<file path="src/rtl/l2_i_pkg.sv">
// Shared definitions for the L2 instruction-refill responder: default widths,
// derived beat count / beat-counter width, and the FSM state encoding.
package l2_i_pkg;

    localparam int DEF_TAG_W   = 21;
    localparam int DEF_INDEX_W = 5;
    localparam int DEF_LINE_W  = 512;
    localparam int DEF_BEAT_W  = 128;

    // Width of a counter that indexes every beat of a line (at least one bit).
    function automatic int beat_cnt_w(input int line_w, input int beat_w);
        return ((line_w / beat_w) > 1) ? $clog2(line_w / beat_w) : 1;
    endfunction

    localparam int NUM_BEATS = DEF_LINE_W / DEF_BEAT_W;
    localparam int CNT_W     = beat_cnt_w(DEF_LINE_W, DEF_BEAT_W);

    typedef enum logic [1:0] {
        IDLE = 2'd0,
        REQ  = 2'd1,
        FILL = 2'd2,
        RESP = 2'd3
    } state_e;

endpackage

</file>
<file path="src/rtl/l2_i_refill_responder_line_assembler.sv">
// Collects in-order memory beats into a full cache line.
// The line output is the post-beat image (includes the beat arriving this
// cycle), so the parent can capture a complete line on the last beat.
module l2_i_line_assembler
    import l2_i_pkg::*;
#(
    parameter int LINE_W = DEF_LINE_W,
    parameter int BEAT_W = DEF_BEAT_W,
    parameter int NUM_B  = NUM_BEATS,
    parameter int CNT_B  = CNT_W
) (
    input  logic              clk,
    input  logic              rst,
    input  logic              clear,
    input  logic              rvalid,
    input  logic [BEAT_W-1:0] rdata,
    output logic [LINE_W-1:0] line,
    output logic              last
);

    localparam logic [CNT_B-1:0] LAST_IDX = CNT_B'(NUM_B - 1);
    localparam logic [CNT_B-1:0] CNT_ONE  = CNT_B'(1);

    logic [CNT_B-1:0]  cnt_q;
    logic [CNT_B-1:0]  cnt_d;
    logic [LINE_W-1:0] line_q;
    logic [LINE_W-1:0] line_d;

    // Place the incoming beat at its slot and advance the beat index.
    always_comb begin
        cnt_d  = cnt_q;
        line_d = line_q;
        last   = 1'b0;
        if (clear) begin
            cnt_d = '0;
        end else if (rvalid) begin
            line_d[int'(cnt_q) * BEAT_W +: BEAT_W] = rdata;
            last  = (cnt_q == LAST_IDX);
            cnt_d = (cnt_q == LAST_IDX) ? '0 : (cnt_q + CNT_ONE);
        end else begin
            cnt_d = cnt_q;
        end
    end

    // Beat counter and partial-line storage.
    always_ff @(posedge clk) begin
        if (rst) begin
            cnt_q  <= '0;
            line_q <= '0;
        end else begin
            cnt_q  <= cnt_d;
            line_q <= line_d;
        end
    end

    assign line = line_d;

endmodule

</file>
<file path="src/rtl/l2_i_refill_responder.sv">
// L2-side responder for L1 I-cache refills: latches the line address, issues
// one memory request, assembles the beat burst and returns the line with a
// single-cycle ready pulse.
// Optional macro L2_I_LINE_BUF_EN adds a one-entry buffer of the last line.
module l2_i_refill_responder
    import l2_i_pkg::*;
#(
    parameter int TAG_W   = DEF_TAG_W,
    parameter int INDEX_W = DEF_INDEX_W,
    parameter int LINE_W  = DEF_LINE_W,
    parameter int BEAT_W  = DEF_BEAT_W
) (
    input  logic                     clk,
    input  logic                     rst,
    input  logic                     read_L1_L2,
    input  logic [TAG_W-1:0]         tag_L1_L2,
    input  logic [INDEX_W-1:0]       index_L1_L2,
    output logic [LINE_W-1:0]        read_data_L2_L1,
    output logic                     ready_L2_L1,
    input  logic                     flush,
    output logic                     mem_req,
    output logic [TAG_W+INDEX_W-1:0] mem_addr,
    input  logic                     mem_gnt,
    input  logic                     mem_rvalid,
    input  logic [BEAT_W-1:0]        mem_rdata
);

    localparam int ADDR_W = TAG_W + INDEX_W;

    state_e              state_q, state_d;
    logic [ADDR_W-1:0]   addr_q, addr_d;
    logic                mem_req_q, mem_req_d;
    logic                ready_q, ready_d;
    logic                skip_q, skip_d;   // one-cycle blind window after RESP
    logic [LINE_W-1:0]   rdata_q, rdata_d;

    logic                asm_clear_s;
    logic                asm_rvalid_s;
    logic                asm_last_s;
    logic [LINE_W-1:0]   asm_line_s;
    logic [ADDR_W-1:0]   req_addr_s;
    logic                hit_s;

`ifdef L2_I_LINE_BUF_EN
    logic                buf_valid_q, buf_valid_d;
    logic                flushed_q, flushed_d;   // flush seen while line in flight
    logic [ADDR_W-1:0]   buf_addr_q, buf_addr_d;
    logic [LINE_W-1:0]   buf_line_q, buf_line_d;

    assign hit_s = buf_valid_q && !flush && (buf_addr_q == req_addr_s);
`else
    logic                unused_flush_s;

    assign unused_flush_s = flush;
    assign hit_s          = 1'b0;
`endif

    assign req_addr_s   = {tag_L1_L2, index_L1_L2};
    // Beats only count while filling; any other state keeps the counter at 0.
    assign asm_clear_s  = (state_q != FILL);
    assign asm_rvalid_s = mem_rvalid && (state_q == FILL);

    l2_i_line_assembler #(
        .LINE_W (LINE_W),
        .BEAT_W (BEAT_W),
        .NUM_B  (LINE_W / BEAT_W),
        .CNT_B  (beat_cnt_w(LINE_W, BEAT_W))
    ) u_asm (
        .clk    (clk),
        .rst    (rst),
        .clear  (asm_clear_s),
        .rvalid (asm_rvalid_s),
        .rdata  (mem_rdata),
        .line   (asm_line_s),
        .last   (asm_last_s)
    );

    // Next-state, registered-output and line-buffer update logic.
    always_comb begin
        state_d   = state_q;
        addr_d    = addr_q;
        mem_req_d = 1'b0;
        ready_d   = 1'b0;
        skip_d    = 1'b0;
        rdata_d   = rdata_q;
`ifdef L2_I_LINE_BUF_EN
        buf_valid_d = buf_valid_q;
        buf_addr_d  = buf_addr_q;
        buf_line_d  = buf_line_q;
        flushed_d   = flushed_q;
`endif
        case (state_q)
            IDLE: begin
                if (read_L1_L2 && !skip_q) begin
                    addr_d = req_addr_s;
`ifdef L2_I_LINE_BUF_EN
                    flushed_d = 1'b0;
`endif
                    if (hit_s) begin
`ifdef L2_I_LINE_BUF_EN
                        rdata_d = buf_line_q;
`endif
                        ready_d = 1'b1;
                        state_d = RESP;
                    end else begin
                        mem_req_d = 1'b1;
                        state_d   = REQ;
                    end
                end else begin
                    state_d = IDLE;
                end
            end
            REQ: begin
                if (mem_gnt) begin
                    state_d = FILL;
                end else begin
                    mem_req_d = 1'b1;
                end
            end
            FILL: begin
                if (asm_last_s) begin
                    rdata_d = asm_line_s;
                    ready_d = 1'b1;
                    state_d = RESP;
`ifdef L2_I_LINE_BUF_EN
                    if (!flushed_q && !flush) begin
                        buf_valid_d = 1'b1;
                        buf_addr_d  = addr_q;
                        buf_line_d  = asm_line_s;
                    end else begin
                        buf_valid_d = 1'b0;
                    end
`endif
                end else begin
                    state_d = FILL;
                end
            end
            RESP: begin
                skip_d  = 1'b1;
                state_d = IDLE;
            end
            default: begin
                state_d = IDLE;
            end
        endcase
`ifdef L2_I_LINE_BUF_EN
        if (flush) begin
            buf_valid_d = 1'b0;
            if ((state_q == REQ) || (state_q == FILL)) begin
                flushed_d = 1'b1;
            end else begin
                flushed_d = flushed_d;
            end
        end else begin
            buf_valid_d = buf_valid_d;
        end
`endif
    end

    // State and output registers.
    always_ff @(posedge clk) begin
        if (rst) begin
            state_q   <= IDLE;
            addr_q    <= '0;
            mem_req_q <= 1'b0;
            ready_q   <= 1'b0;
            skip_q    <= 1'b0;
            rdata_q   <= '0;
        end else begin
            state_q   <= state_d;
            addr_q    <= addr_d;
            mem_req_q <= mem_req_d;
            ready_q   <= ready_d;
            skip_q    <= skip_d;
            rdata_q   <= rdata_d;
        end
    end

`ifdef L2_I_LINE_BUF_EN
    // One-entry buffer of the last delivered line.
    always_ff @(posedge clk) begin
        if (rst) begin
            buf_valid_q <= 1'b0;
            flushed_q   <= 1'b0;
            buf_addr_q  <= '0;
            buf_line_q  <= '0;
        end else begin
            buf_valid_q <= buf_valid_d;
            flushed_q   <= flushed_d;
            buf_addr_q  <= buf_addr_d;
            buf_line_q  <= buf_line_d;
        end
    end
`endif

    assign read_data_L2_L1 = rdata_q;
    assign ready_L2_L1     = ready_q;
    assign mem_req         = mem_req_q;
    assign mem_addr        = addr_q;

endmodule

</file>
<file path="config.mk">
export PLATFORM = sky130hd
export DESIGN_NAME = l2_i_refill_responder
export DESIGN_NICKNAME = d
export VERILOG_FILES = /design/src/rtl/l2_i_pkg.sv /design/src/rtl/l2_i_refill_responder_line_assembler.sv /design/src/rtl/l2_i_refill_responder.sv
export SDC_FILE = /design/constraint.sdc
export NUM_CORES = 2
export LEC_CHECK = 0
export ABC_CLOCK_PERIOD_IN_PS = 2550
export CAP_MARGIN = 20
export CORE_UTILIZATION = 40
export DETAILED_ROUTE_END_ITERATION = 10
export PLACE_DENSITY = 0.67
export SETUP_SLACK_MARGIN = 0.2
export SYNTH_ARGS = -nofsm -noshare
export SYNTH_HDL_FRONTEND = slang
export SYNTH_HIERARCHICAL = 1
export SYNTH_SLANG_ARGS = --single-unit
</file>
<file path="constraint.sdc">
create_clock -name clk -period 2.55 [get_ports clk]
set_input_delay 0.255 -clock clk [delete_from_list [all_inputs] [get_ports clk]]
set_output_delay 0.255 -clock clk [all_outputs]
set_load 0.01 [all_outputs]
</file>
* After elaboration in Yosys (flattened, before gate mapping)
Cells that the tools add are included.
** Storage, ports and cells
- Bits in registers :: 1057
- Input bits :: 160
- Output and inout port bits :: 540
- Word-level logic and storage cells :: 42
** Cells by class
- Add/subtract/negate cells :: 2
- Equality and inequality tests :: 6
- Shifts and indexed selects :: 2
- Muxes and demuxes :: 15
- Bitwise logic cells :: 1
- Reduce and logical (&&, ||, !) cells :: 8
** Operators with widths (count)
- $mux W512 :: 2
- $bwmux W512 :: 1
- $shift A128 B33 Y512 const A :: 1
- $shiftx A128 B33 Y512 :: 1
- $neg A9 Y33 :: 1
- $mux W1 :: 8
- $pmux W2 S4 :: 1
- $eq A2 B2 Y1 const B :: 3
- $mux W2 :: 2
- $ne A2 B2 Y1 const B :: 2
- $reduce_and A2 Y1 :: 2
- $reduce_or A2 Y1 :: 2
- $add A2 B1 Y2 const B :: 1
- $eq A2 B1 Y1 const B :: 1
- $logic_and A1 B1 Y1 :: 2
- $logic_not A2 Y1 :: 1
- $pmux W1 S2 :: 1
- $logic_not A1 Y1 :: 1
- $not A1 Y1 :: 1

* Longest topological paths before layout
- Depth after elaboration :: 6
- Gate-level depth with buffers :: 11
- Depth with buffers taken out :: 8

* Cells and area by module
Netlist, hierarchy kept.
** By module, submodules not included
- l2_i_line_assembler :: instances 1, cells an instance 2618, area each 21707.1 um2, sequential area each 10289.9 um2
- l2_i_refill_responder :: instances 1, cells an instance 2358, area each 18699.2 um2, sequential area each 10870.4 um2

* Least setup slack after synthesis
OpenSTA, ideal clock, no wires.
- Path type :: register to register
- Start point :: register u_asm.cnt_q[0]
- End point :: register rdata_q[203] (netlist: read_data_L2_L1[203])
- Data arrival time :: 2003 ps
- Setup slack :: 476 ps
- Stages on the path, launching flop included :: 11
- Period minus slack after synthesis :: 2074 ps
- Cells stage by stage :: dfxtp_1 -> inv_1 -> ha_1 -> and3_1 -> buf_2 -> buf_2 -> clkbuf_1 -> a32oi_1 -> inv_1 -> nand2_1 -> a21oi_1
** On the way
- Cells in the longest elaborated chain, start to end :: 5
** Ends and longest elaborated chain
- from (decl) :: line l2_i_refill_responder_line_assembler.sv:24 : logic [CNT_B-1:0] cnt_q;
- from (signal assigned) :: line l2_i_refill_responder_line_assembler.sv:51 : cnt_q <= cnt_d;
- $neg A9 Y33 * :: line l2_i_refill_responder_line_assembler.sv:37 : line_d[int'(cnt_q) * BEAT_W +: BEAT_W] = rdata;
- $shiftx A128 B33 Y512 or $shift A128 B33 Y512 (tied branches) :: line l2_i_refill_responder_line_assembler.sv:37
- $bwmux W512 * :: line l2_i_refill_responder_line_assembler.sv:37
- $mux W512 * :: line l2_i_refill_responder_line_assembler.sv:36 : end else if (rvalid) begin
- $mux W512 * :: line l2_i_refill_responder_line_assembler.sv:34 : if (clear) begin
- via asm_line_s[203] :: line l2_i_refill_responder.sv:40 : logic [LINE_W-1:0] asm_line_s;
- to (signal assigned) :: line l2_i_refill_responder.sv:175 : rdata_q <= rdata_d;
- to (decl) :: line l2_i_refill_responder.sv:35 : logic [LINE_W-1:0] rdata_q, rdata_d;
Mark *: on every way through the listed nets, which the timed path passes. The rest lies on a longest branch.
A chain may end at the register's enable or synchronous reset.

* Worst setup path in the final report
- Start point :: register state_q[0]
- End point :: register rdata_q[187] (netlist: read_data_L2_L1[187])
** RTL lines
- from (decl) :: line l2_i_refill_responder.sv:30 : state_e state_q, state_d;
- from (signal assigned) :: line l2_i_refill_responder.sv:170 : state_q <= state_d;
- $eq A2 B2 Y1 :: line l2_i_refill_responder.sv:61 : assign asm_rvalid_s = mem_rvalid && (state_q == FILL);
- $logic_and A1 B1 Y1 :: line l2_i_refill_responder.sv:61
- via asm_rvalid_s :: line l2_i_refill_responder.sv:38 : logic asm_rvalid_s;
- $mux W512 :: line l2_i_refill_responder_line_assembler.sv:36
- $mux W512 :: line l2_i_refill_responder_line_assembler.sv:34
- via asm_line_s[187] :: line l2_i_refill_responder.sv:40
The timed path passes the listed nets, and every way through them passes these cells.

==> impl_metrics.tcl <==
set metrics [dict create \
    drc 0 \
    finClkSkew_ns 0.0240 \
    portBuffers 698 \
    crit_slowest_cell "dfxtp_2" \
    fmax_mhz 442 \
    rrSetupSlack_ns 0.29 \
    crit_arrival_ns 2.83 \
    gp_congestion 0.835 \
    powerDensity_nw_per_um2 644 \
    pre_cts_slack_ns -0.113 \
    ys_ff_latch 1057 \
    die_area_um2 102000 \
    start_util_pct 40.3 \
    drtAntennaViolNets 0 \
    area_delta_synth_final_pct 33.1 \
    rsz0062_at_grt "yes" \
    seq_area_frac_synth_pct 52.4 \
    cp.required_ns 3.12 \
    synth_area_leaders "dfxtp_1, nand2_1, a21oi_1" \
    slew_violations 0 \
    cts-htree-levels 3 \
    crit_buf_inv 5 \
    pin_count 700 \
    layout_setup_ws_ns 0.290 \
    clock_path_buffers 3 \
    insertion_delay_ns 0.71 \
    max_slew_margin_pct 61.4 \
    synth_fp_nets 5147 \
    synth_edf_count 0 \
    power.static_leakage_nw 21.3 \
    fp-row-count 116 \
    firstDrtPassIters 5 \
    cts_tree "done" \
    ys.flop_type "dfxtp_1" \
    clockRootBuffer "clkbuf_16" \
    wire_per_inst_um 20.0 \
    finalHoldWorstSlack_ns 0.108 \
    path_clk_slew_ns 0.06 \
    grt_pass1_wl_um 204000 \
    core_area_um2 100000 \
    fin_crit_ns 2.26 \
    yosysWarnings 6 \
    cp-end-kind "flip-flop" \
    hold_path_startpoint "tag_L1_L2[4]" \
    final_cell_mix "nand2_1, dfxtp_1, clkdlybuf4s50_1" \
    worstHoldPathType "in2reg" \
    hold_end "mem_addr[9]" \
    hpwl_um 89900 \
    clock-sinks 1057 \
    worstSetupPathType "reg2reg" \
    synth_area_um2 40400 \
    synth.distinct_cells 32 \
    crit_fanout 30 \
    postRouteWirelength_um 139000 \
    yosys.area.top_type_share_pct 52.4 \
    async_reset_ff_share_pct 0 \
    critical_path.top_delay_family "buffers and inverters" \
    grt_use_total_pct 25.6 \
    setup_tns_ns 0 \
    grt_antenna_before_repair 5 \
    cpPeakStageDelay_ns 0.36 \
    rr_startpoint "state_q[0]" \
    final_hold_viol_count 0 \
    status "complete, no violations" \
    crit_top_cell "buf_12" \
    min_path_cells 3 \
    post_route_cells_drive_above_1_share_pct 7.48 \
    r2r-end "read_data_L2_L1[187]" \
    nNetsFinal 5739 \
    irDropWorstVdd_v 0.000481 \
    dr.first_iter.drc_count 2953 \
    fp.dieH_um 320 \
    cts_made_buffers 109 \
    drt-vias-per-instance 5.34 \
    avgSynthCellArea_um2 8.12 \
    via_count 37100 \
    tightest_slew_ns 0.579 \
    synth.largest_area_cell "dfxtp_1" \
    cp_cell_sequence "inv_2 -> ha_4 -> and2_2 -> buf_4 -> and3_4 -> buf_12 -> buf_12 -> a32oi_1 -> inv_1 -> nand2_1 -> a21oi_1" \
    grt_overflow 0 \
    reg2reg_depth 11 \
    setup_viol 0 \
    drv_cap 0 \
    critPathLaunchType "flip-flop" \
    grt_max_degree 123 \
    period_share_pct 88.6 \
    syn_inst 4976 \
    layout_commonest_cell "nand2_1" \
    grt_pass1_vias 34200 \
    die_w_um 320 \
]
[flip-flops by register name (all words and copies together), names as in the netlist]
name	flops
mem_addr	26
mem_req	1
read_data_L2_L1	512
ready_L2_L1	1
skip_q	1
state_q	2
u_asm/cnt_q	2
u_asm/line_q	512
[kinds of logic after synthesis]
| family | Yosys count | share of synthesized area [%] |
|---|---|---|
| buffers and inverters | 691 | 7.42 |
| AOI/OAI and AO/OA | 1177 | 18.1 |
| muxes | 3 | 0.0743 |
| DFF | 1057 | 52.4 |
| and+or+nand+nor | 2037 | 21.7 |
| adders and majority gates | 11 | 0.341 |
[where the power goes]
part	total [mW]	switching, mW	internal (mW)
sequential	16.6	0.0405	16.6
combinational	1.37	0.799	0.570
clock	16.6	6.76	9.88
[worst max path at each step]
stage                              start              endpoint  cells after the start
after floorplan           u_asm/cnt_q[0]  read_data_L2_L1[203]                     10
after global placement        state_q[0]  read_data_L2_L1[189]                     10
final                         state_q[0]  read_data_L2_L1[187]                     11
after detailed placement      state_q[0]  read_data_L2_L1[189]                     10
after global routing          state_q[0]  read_data_L2_L1[130]                     11
after CTS                     state_q[0]  read_data_L2_L1[369]                     10
[synthesized netlist by cell type (3+ instances only)]
cell and n:
nand2_1 1345, dfxtp_1 1057, a21oi_1 673, inv_1 258
nor2_1 258, clkbuf_1 254, a32oi_1 253, nand3_1 131
nand3b_1 131, nand2b_1 126, a22o_1 125, o21ai_0 125
buf_2 97, buf_4 51, and2_1 27, buf_1 17
ha_1 11, buf_6 10, clkbuf_4 4, and3b_1 3
mux2i_1 3, nand4_1 3, nor2b_1 3, nor3_1 3
[stage by stage]
step | std cells | util (%) | area (µm²) | power, mW
2_1_floorplan | 4976 | - | 40400 | 17.5
3_3_place_gp | 6727 | 49.5 | 49500 | 18.3
3_5_place_dp | 6727 | 49.5 | 49500 | 18.3
4_1_cts | 6940 | 53.4 | 53500 | 34.9
5_1_grt | 6957 | 53.7 | 53800 | 35.6
6_report | 6958 | 53.7 | 53800 | 34.6
[per-layer routing]
| metal | vias up | wire length (µm) | global-route usage (%) |
|---|---|---|---|
| met3 | 270 | 11000 | 6.75 |
| met1 | 17800 | 58500 | 32.1 |
| met4 | 4 | 5230 | 10.5 |
| li1 | 17800 | - | - |
| met5 | - | 25 | 0 |
| met2 | 1302 | 64700 | 41.5 |
[layout make-up]
class                           count  area [µm²]
Sequential cell                  1057       21200
Antenna cell                        4        10.0
Multi-Input combinational cell   3228       16400
Fill cell                        9308       46400
Clock buffer                      160        3240
Inverter                          258         972
Tap cell                         1298        1620
Clock inverter                     39         513
Timing Repair Buffer              914        9890
[timing repair]
action	CTS	global route
setup buffers	10	10
hold buffers	1	0
endpoints found under the setup margin	697	404
gates resized for setup	8	20
cloned	3	4
endpoints found under the hold margin	10	0
pin swaps	1	0
[worst reg2reg max path, cell delays in order (launching register included)]
cell,delay (ns)
dfxtp_2,0.36
inv_2,0.06
ha_4,0.19
and2_2,0.27
buf_4,0.17
and3_4,0.19
buf_12,0.16
buf_12,0.27
a32oi_1,0.27
inv_1,0.07
nand2_1,0.07
a21oi_1,0.06
No activity file was read; power rests on OpenSTA's default activity.
